## config.mk

```make
export PLATFORM = sky130hd
export DESIGN_NAME = phys_reg_free_list_mp_flat
export DESIGN_NICKNAME = d
export VERILOG_FILES = /design/src/rtl/phys_reg_free_list_mp_if.sv /design/src/rtl/phys_reg_free_list_mp.sv /design/src/flat_wrapper.sv
export SDC_FILE = /design/constraint.sdc
export NUM_CORES = 1
export LEC_CHECK = 0
export ABC_AREA = 1
export BUFFER_PORTS_ARGS = -buffer_cell sky130_fd_sc_hd__buf_2
export CAP_MARGIN = 20
export CORE_AREA = 2 2 262 264
export DETAILED_ROUTE_END_ITERATION = 12
export DIE_AREA = 0 0 264 266
export PLACE_DENSITY = 0.52
export SLEW_MARGIN = 20
export SYNTH_ARGS = -nofsm -noshare
export SYNTH_HDL_FRONTEND = slang
export SYNTH_SLANG_ARGS = --single-unit
```

## constraint.sdc

```tcl
create_clock -name CLK -period 5.65 [get_ports CLK]
set_clock_uncertainty 0.05 [all_clocks]
set_input_delay 0.2825 -clock CLK [delete_from_list [all_inputs] [get_ports CLK]]
set_output_delay 0.2825 -clock CLK [all_outputs]
set_load 0.03 [all_outputs]
```

## src/rtl/phys_reg_free_list_mp_if.sv

```systemverilog
// Rename-stage free-list bus: dispatch dequeue, ROB/kill frees, BRU checkpoints.
// Latency: n/a (signal bundle only).
// Backpressure: dequeue_valid / save_checkpoint_ready gate consumers; frees are never stalled.
interface phys_reg_free_list_mp_if #(
   parameter int NUM_PHYS_REGS      = 64,
   parameter int FREE_LIST_DEPTH    = 64,
   parameter int CHECKPOINT_COLUMNS = 4,
   parameter int ENQ_PORTS          = 2
);
   localparam int PRW = $clog2(NUM_PHYS_REGS);
   localparam int LD  = $clog2(FREE_LIST_DEPTH);
   localparam int LC  = $clog2(CHECKPOINT_COLUMNS);

   logic                          dequeue_valid;
   logic [PRW-1:0]                dequeue_phys_reg_tag;
   logic                          dequeue_ready;
   logic [ENQ_PORTS-1:0]          enqueue_valid;
   logic [ENQ_PORTS-1:0][PRW-1:0] enqueue_phys_reg_tag;
   logic                          save_checkpoint_valid;
   logic                          save_checkpoint_ready;
   logic [LC-1:0]                 save_checkpoint_column;
   logic                          commit_checkpoint_valid;
   logic                          restore_checkpoint_valid;
   logic [LC-1:0]                 restore_checkpoint_column;
   logic [LD:0]                   free_count;
   logic                          overflow_error;

   // The free list itself.
   modport slave (
      output dequeue_valid, dequeue_phys_reg_tag, save_checkpoint_ready,
             save_checkpoint_column, free_count, overflow_error,
      input  dequeue_ready, enqueue_valid, enqueue_phys_reg_tag, save_checkpoint_valid,
             commit_checkpoint_valid, restore_checkpoint_valid, restore_checkpoint_column
   );

   // Rename / commit / branch logic driving the free list.
   modport master (
      input  dequeue_valid, dequeue_phys_reg_tag, save_checkpoint_ready,
             save_checkpoint_column, free_count, overflow_error,
      output dequeue_ready, enqueue_valid, enqueue_phys_reg_tag, save_checkpoint_valid,
             commit_checkpoint_valid, restore_checkpoint_valid, restore_checkpoint_column
   );
endinterface

```

## src/rtl/phys_reg_free_list_mp.sv

```systemverilog
// Physical-register free list: one alloc/cycle, ENQ_PORTS frees/cycle, checkpointed head rewind.
// Latency: outputs are registered state only; a free or restore in cycle N is visible in N+1.
// Backpressure: dequeue only while non-empty, save only while a column is free; frees beyond capacity are dropped and flagged.
module phys_reg_free_list_mp #(
   parameter int NUM_PHYS_REGS      = 64,
   parameter int NUM_ARCH_REGS      = 32,
   parameter int FREE_LIST_DEPTH    = 64,  // power of 2, >= NUM_PHYS_REGS
   parameter int CHECKPOINT_COLUMNS = 4,   // power of 2, >= 2
   parameter int ENQ_PORTS          = 2
) (
   input logic                       CLK,
   input logic                       nRST,
   phys_reg_free_list_mp_if.slave    bus
);
   localparam int PRW = $clog2(NUM_PHYS_REGS);
   localparam int LD  = $clog2(FREE_LIST_DEPTH);
   localparam int LC  = $clog2(CHECKPOINT_COLUMNS);

   localparam logic [LD:0] DEPTH_W     = (LD+1)'(FREE_LIST_DEPTH);
   localparam logic [LD:0] INIT_TAIL   = (LD+1)'(NUM_PHYS_REGS - NUM_ARCH_REGS);
   localparam logic [LD:0] ONE_LD      = (LD+1)'(1);
   localparam logic [LC:0] COLS_W      = (LC+1)'(CHECKPOINT_COLUMNS);
   localparam logic [LC:0] ONE_LC      = (LC+1)'(1);

   // Storage: tag ring plus one saved head pointer per checkpoint column.
   logic [PRW-1:0] mem     [FREE_LIST_DEPTH];
   logic [LD:0]    ck_mem  [CHECKPOINT_COLUMNS];
   logic [LD:0]    head, tail;
   logic [LC:0]    ck_head, ck_tail;
   logic           overflow_q;

   // Combinational control.
   logic                 deq_fire;
   logic [LD:0]          head_deq;
   logic [LD:0]          space;
   logic [LD:0]          n_acc;
   logic                 drop;
   logic [ENQ_PORTS-1:0] wr_en;
   logic [LD-1:0]        wr_idx [ENQ_PORTS];
   logic [LC:0]          ck_alloc;
   logic                 save_ready;
   logic                 save_fire;
   logic                 commit_fire;
   logic [LC-1:0]        col_off;
   logic                 restore_ok;

   assign ck_alloc    = ck_tail - ck_head;
   assign save_ready  = (ck_alloc != COLS_W);
   assign deq_fire    = (head != tail) && bus.dequeue_ready && !bus.restore_checkpoint_valid;
   assign head_deq    = head + {{LD{1'b0}}, deq_fire};
   // Room left once this cycle's allocation has left the list.
   assign space       = DEPTH_W - (tail - head_deq);
   assign save_fire   = bus.save_checkpoint_valid && save_ready && !bus.restore_checkpoint_valid;
   assign commit_fire = bus.commit_checkpoint_valid && (ck_alloc != '0);
   // Age of the requested column relative to the oldest allocated one.
   assign col_off     = bus.restore_checkpoint_column - ck_head[LC-1:0];
   // A restore of the column retiring this very cycle has nothing left to rewind to.
   assign restore_ok  = bus.restore_checkpoint_valid && ({1'b0, col_off} < ck_alloc) &&
                        !(commit_fire && (col_off == '0));

   // Compact valid free ports into consecutive tail slots; anything past capacity is dropped.
   always_comb begin
      n_acc = '0;
      drop  = 1'b0;
      for (int p = 0; p < ENQ_PORTS; p++) begin
         wr_en[p]  = 1'b0;
         wr_idx[p] = '0;
         if (bus.enqueue_valid[p]) begin
            if (n_acc < space) begin
               wr_en[p]  = 1'b1;
               wr_idx[p] = tail[LD-1:0] + n_acc[LD-1:0];
               n_acc     = n_acc + ONE_LD;
            end else begin
               drop = 1'b1;
            end
         end
      end
   end

   // Tag ring: reset holds the unmapped registers in ascending order; frees land at the tail.
   always_ff @(posedge CLK or negedge nRST) begin
      if (!nRST) begin
         for (int i = 0; i < FREE_LIST_DEPTH; i++) begin
            mem[i] <= (i < NUM_PHYS_REGS - NUM_ARCH_REGS) ? PRW'(NUM_ARCH_REGS + i) : '0;
         end
      end else begin
         for (int p = 0; p < ENQ_PORTS; p++) begin
            if (wr_en[p]) begin
               mem[wr_idx[p]] <= bus.enqueue_phys_reg_tag[p];
            end
         end
      end
   end

   // Checkpoint columns capture the head as it stands after this cycle's allocation.
   always_ff @(posedge CLK or negedge nRST) begin
      if (!nRST) begin
         for (int c = 0; c < CHECKPOINT_COLUMNS; c++) begin
            ck_mem[c] <= '0;
         end
      end else if (save_fire) begin
         ck_mem[ck_tail[LC-1:0]] <= head_deq;
      end
   end

   // Pointer update: restore overrides the head and trims younger columns; frees always advance the tail.
   always_ff @(posedge CLK or negedge nRST) begin
      if (!nRST) begin
         head       <= '0;
         tail       <= INIT_TAIL;
         ck_head    <= '0;
         ck_tail    <= '0;
         overflow_q <= 1'b0;
      end else begin
         tail <= tail + n_acc;
         if (drop) begin
            overflow_q <= 1'b1;
         end
         if (commit_fire) begin
            ck_head <= ck_head + ONE_LC;
         end
         if (restore_ok) begin
            head    <= ck_mem[bus.restore_checkpoint_column];
            ck_tail <= ck_head + {1'b0, col_off};
         end else begin
            head <= head_deq;
            if (save_fire) begin
               ck_tail <= ck_tail + ONE_LC;
            end
         end
      end
   end

   assign bus.dequeue_valid          = (head != tail);
   assign bus.dequeue_phys_reg_tag   = mem[head[LD-1:0]];
   assign bus.free_count             = tail - head;
   assign bus.save_checkpoint_ready  = save_ready;
   assign bus.save_checkpoint_column = ck_tail[LC-1:0];
   assign bus.overflow_error         = overflow_q;

endmodule
```

## src/flat_wrapper.sv

```systemverilog
// flat-port wrapper written by rule: the top's interface ports become plain ports
module phys_reg_free_list_mp_flat 
#(
   parameter int NUM_PHYS_REGS      = 64,
   parameter int NUM_ARCH_REGS      = 32,
   parameter int FREE_LIST_DEPTH    = 64,                                 
   parameter int CHECKPOINT_COLUMNS = 4,                      
   parameter int ENQ_PORTS          = 2
)
  (CLK, nRST, bus_dequeue_valid, bus_dequeue_phys_reg_tag, bus_save_checkpoint_ready, bus_save_checkpoint_column, bus_free_count, bus_overflow_error, bus_dequeue_ready, bus_enqueue_valid, bus_enqueue_phys_reg_tag, bus_save_checkpoint_valid, bus_commit_checkpoint_valid, bus_restore_checkpoint_valid, bus_restore_checkpoint_column);
  phys_reg_free_list_mp_if #(.NUM_PHYS_REGS(NUM_PHYS_REGS), .FREE_LIST_DEPTH(FREE_LIST_DEPTH), .CHECKPOINT_COLUMNS(CHECKPOINT_COLUMNS), .ENQ_PORTS(ENQ_PORTS)) bus_i ();
  input logic CLK;
  input logic nRST;
  output wire logic [$bits(bus_i.dequeue_valid)-1:0] bus_dequeue_valid;
  output wire logic [$bits(bus_i.dequeue_phys_reg_tag)-1:0] bus_dequeue_phys_reg_tag;
  output wire logic [$bits(bus_i.save_checkpoint_ready)-1:0] bus_save_checkpoint_ready;
  output wire logic [$bits(bus_i.save_checkpoint_column)-1:0] bus_save_checkpoint_column;
  output wire logic [$bits(bus_i.free_count)-1:0] bus_free_count;
  output wire logic [$bits(bus_i.overflow_error)-1:0] bus_overflow_error;
  input wire logic [$bits(bus_i.dequeue_ready)-1:0] bus_dequeue_ready;
  input wire logic [$bits(bus_i.enqueue_valid)-1:0] bus_enqueue_valid;
  input wire logic [$bits(bus_i.enqueue_phys_reg_tag)-1:0] bus_enqueue_phys_reg_tag;
  input wire logic [$bits(bus_i.save_checkpoint_valid)-1:0] bus_save_checkpoint_valid;
  input wire logic [$bits(bus_i.commit_checkpoint_valid)-1:0] bus_commit_checkpoint_valid;
  input wire logic [$bits(bus_i.restore_checkpoint_valid)-1:0] bus_restore_checkpoint_valid;
  input wire logic [$bits(bus_i.restore_checkpoint_column)-1:0] bus_restore_checkpoint_column;
  assign bus_dequeue_valid = bus_i.dequeue_valid;
  assign bus_dequeue_phys_reg_tag = bus_i.dequeue_phys_reg_tag;
  assign bus_save_checkpoint_ready = bus_i.save_checkpoint_ready;
  assign bus_save_checkpoint_column = bus_i.save_checkpoint_column;
  assign bus_free_count = bus_i.free_count;
  assign bus_overflow_error = bus_i.overflow_error;
  assign bus_i.dequeue_ready = bus_dequeue_ready;
  assign bus_i.enqueue_valid = bus_enqueue_valid;
  assign bus_i.enqueue_phys_reg_tag = bus_enqueue_phys_reg_tag;
  assign bus_i.save_checkpoint_valid = bus_save_checkpoint_valid;
  assign bus_i.commit_checkpoint_valid = bus_commit_checkpoint_valid;
  assign bus_i.restore_checkpoint_valid = bus_restore_checkpoint_valid;
  assign bus_i.restore_checkpoint_column = bus_restore_checkpoint_column;
  phys_reg_free_list_mp #(.NUM_PHYS_REGS(NUM_PHYS_REGS), .NUM_ARCH_REGS(NUM_ARCH_REGS), .FREE_LIST_DEPTH(FREE_LIST_DEPTH), .CHECKPOINT_COLUMNS(CHECKPOINT_COLUMNS), .ENQ_PORTS(ENQ_PORTS)) u_core (.CLK(CLK), .nRST(nRST), .bus(bus_i));
endmodule
```

==> results.json <==
{
  "die_w_um": 264,
  "ant_nets": 0,
  "pwr-share-clk": 0.199,
  "grt_max_degree": 141,
  "drt_drc_violations_left": 0,
  "p_switching_mw": 8.54,
  "drive_gt1_frac": 0.137,
  "drtPass1Iterations": 7,
  "critPathMaxFanout": 11,
  "synth_seq_area_share": 0.412,
  "coreArea_sq_um": 67700,
  "clkSinkCount": 433,
  "vias": 26500,
  "instances_no_fill": 4763,
  "setup_viol": 0,
  "synth-edff-count": 0,
  "synth-simple-area-share": 0.337,
  "dpl.cell_count": 4633,
  "h-tree-depth": 2,
  "min_from": "bus_enqueue_valid[0]",
  "clk_pin_slew_ns": 0.06,
  "synth_mux_area_frac": 0.00451,
  "setup_tns_ns": 0,
  "pwr-share-comb": 0.511,
  "synth-async-reset-ratio": 1.00,
  "layout_commonest_cell": "nand2_1",
  "first_global_vias": 25000,
  "cp_common_cell": "ha_4",
  "ys_types": 44,
  "worstHoldPathCells": 3,
  "hold_viol_final": 0,
  "swShare": 0.464,
  "post_drt_wl_per_cell_um": 22.4,
  "required_ns": 6.10,
  "avgSynthCellArea_sq_um": 6.85,
  "cts_made_buffers": 53,
  "syn_area_sq_um": 26600,
  "syn_inst": 3891,
  "layout_common_cells": "nand2_1, o21ai_0, nand3_1, dfrtp_1, nor2_1",
  "worst_slew_pin_slew_ns": 1.21,
  "row_count": 96,
  "drtIter0Drc": 2607,
  "grt_pass1_wl_mm": 159,
  "crit_slowest_cell": "fa_1",
  "power.internal_mw": 9.89,
  "r2r-end": "u_core.tail[6]",
  "reg2reg_slack_ns": 0.37,
  "whs_endpoint": "u_core.bus.overflow_error",
  "finalCriticalPeriod_ns": 5.28,
  "antenna_found_initial": 1,
  "arrival_ns": 5.73,
  "slew_headroom": 0.194,
  "syn2layout_area_growth_pct": 14.4,
  "vdd_drop_max_uv": 358,
  "finalWeightedCongestion": 0.877,
  "reg2regPathDepth": 29,
  "powerDensity_nw_per_um2": 604,
  "wl_mm": 106,
  "portBuffers": 39,
  "synth_warnings": 0,
  "synth_compound_area_frac": 0.157,
  "regToRegStartpoint": "u_core.head[3]",
  "achievable-frequency_mhz": 189,
  "outcome": "finished, final reports clean",
  "hold_path.class": "in -> reg",
  "path_class": "reg -> reg",
  "dpl.hpwl_mm": 63.5,
  "io_pins": 40,
  "cp_slowest_stage_delay_ns": 0.45,
  "start_kind": "flop",
  "drv_slew": 0,
  "leakagePower_nw": 14.3,
  "die_h_um": 266,
  "cap_violations": 0,
  "start_util": 0.393,
  "synth_fa_ha_area_frac": 0.0195,
  "finalCritPeriodShare": 0.934,
  "synth_nets": 3951,
  "design.die.area_sq_um": 70200,
  "cp-end-kind": "flop",
  "clk_latency_ns": 0.61,
  "grt.overflow.total": 0,
  "clock_path_buffers": 3,
  "cts_tree": "yes",
  "cp_num_buf_inv": 5,
  "crit_family": "adder cells",
  "fin_nets": 3898,
  "n_antenna_cell": 0,
  "grt_use_total": 0.295,
  "ys_seq_elements": 433,
  "ys.flop_type": "dfrtp_1",
  "vias_per_cell": 5.56,
  "root_buffer": "clkbuf_16",
  "seq_power_share": 0.290,
  "synth-xor-area-share": 0.00690,
  "synth_top_family_by_area": "simple AND/OR/NAND/NOR gates"
}
## sequential cells by signal, indices dropped and copies added, names as in the netlist
| register | flops |
|---|---|
| u_core.bus.overflow_error | 1 |
| u_core.ck_head | 3 |
| u_core.ck_mem | 28 |
| u_core.ck_tail | 3 |
| u_core.head | 7 |
| u_core.mem | 384 |
| u_core.tail | 7 |
## per-stage QoR
| stage | hold WS [ns] | worst slack, ns | util | instance area (sq um) | total power, mW |
|---|---|---|---|---|---|
| floorplan | -0.0631 | 0.000372 | - | 26800 | 11.2 |
| global placement | 0.305 | 0.190 | 0.415 | 28100 | 14.4 |
| detailed placement | 0.306 | 0.115 | 0.415 | 28100 | 14.4 |
| CTS | 0.0154 | 0.0965 | 0.443 | 30000 | 18.1 |
| global route | 0.0529 | -0.0435 | 0.450 | 30500 | 19.7 |
| finish | 0.0484 | 0.371 | 0.450 | 30500 | 18.4 |
## cell type report
cell class | instances | area [sq um]
fillers | 7009 | 37300
multi-input cells | 3043 | 14300
flip-flops and latches | 433 | 11000
repair buffers | 181 | 1750
clock buffers | 81 | 1630
well taps | 882 | 1100
inverters | 126 | 489
clock inverters | 17 | 216
## worst min-delay path, cell delays in order
cell and delay [ns]:
buf_2 0.17, inv_1 0.07, o221ai_1 0.12
## synthesized netlist by cell type (2+ instances only)
library cell | instances | area [sq um]
nand3_1 | 323 | 1620
xor2_1 | 13 | 114
a21oi_1 | 27 | 135
dfrtp_1 | 320 | 8010
ha_1 | 32 | 400
o22ai_1 | 84 | 526
nor2_4 | 16 | 180
buf_1 | 10 | 37.5
dfstp_2 | 113 | 2970
o31ai_1 | 3 | 22.5
nor2_1 | 251 | 942
o211ai_1 | 10 | 75.1
o21ai_0 | 504 | 2520
nor2_2 | 21 | 131
buf_4 | 3 | 22.5
fa_1 | 6 | 120
nand4_1 | 20 | 125
xnor2_1 | 8 | 70.1
inv_1 | 98 | 368
buf_2 | 78 | 390
nand2_2 | 3 | 18.8
o21ai_1 | 127 | 636
a31oi_1 | 2 | 12.5
nand3_4 | 2 | 35.0
nand2_1 | 1532 | 5750
o221ai_1 | 23 | 201
buf_6 | 3 | 33.8
nor3_2 | 3 | 30.0
nand3_2 | 7 | 70.1
nor3_1 | 5 | 25.0
mux2i_1 | 12 | 120
inv_2 | 26 | 97.6
clkbuf_1 | 195 | 732
## worst max-delay path by stage
stage,cells past startpoint,slack [ns],from,endpoint
2_1_floorplan,36,0.0004,u_core.head[2],u_core.tail[6]
4_1_cts,32,0.1,u_core.head[3],u_core.mem[292]
3_5_place_dp,32,0.12,u_core.head[3],u_core.mem[339]
3_3_place_gp,32,0.19,u_core.head[3],u_core.mem[292]
6_report,29,0.37,u_core.head[3],u_core.tail[6]
5_1_grt,35,-0.04,u_core.head[3],u_core.mem[104]
## cell families (layout without fill, tap and decap cells)
logic type      count (synthesis)  count (layout)
simple gates                 2189            2189
compound gates                783             783
flops                         433             433
buf+inv                       415             405
fa+ha+maj                      38              38
xor+xnor                       21              21
mux                            12              12
## power by group through the flow
stage                     combinational [mW]  sequential (mW)  clock, mW
after floorplan                         6.07             5.12          0
after global placement                  9.03             5.34          0
after detailed placement                9.03             5.34          0
after CTS                               9.06             5.31       3.72
after global routing                    10.4             5.47       3.84
final                                   9.42             5.34       3.67
## metal layers
| metal | GRT usage | up-vias | wire length (um) |
|---|---|---|---|
| li1 | - | 12700 | - |
| met1 | 0.417 | 12700 | 47400 |
| met2 | 0.471 | 985 | 48400 |
| met3 | 0.0376 | 200 | 7380 |
| met4 | 0.0911 | 0 | 3280 |
| met5 | 0 | - | 0 |
## repair_timing
action | 4_1_cts | 5_1_grt
endpoints found under the hold margin | 62 | 0
endpoints found under the setup margin | 0 | 379
buffers inserted | 0 | 23
gates resized for setup | 0 | 47
hold buffers | 3 | 0
Power figures use the tool's default switching activity.
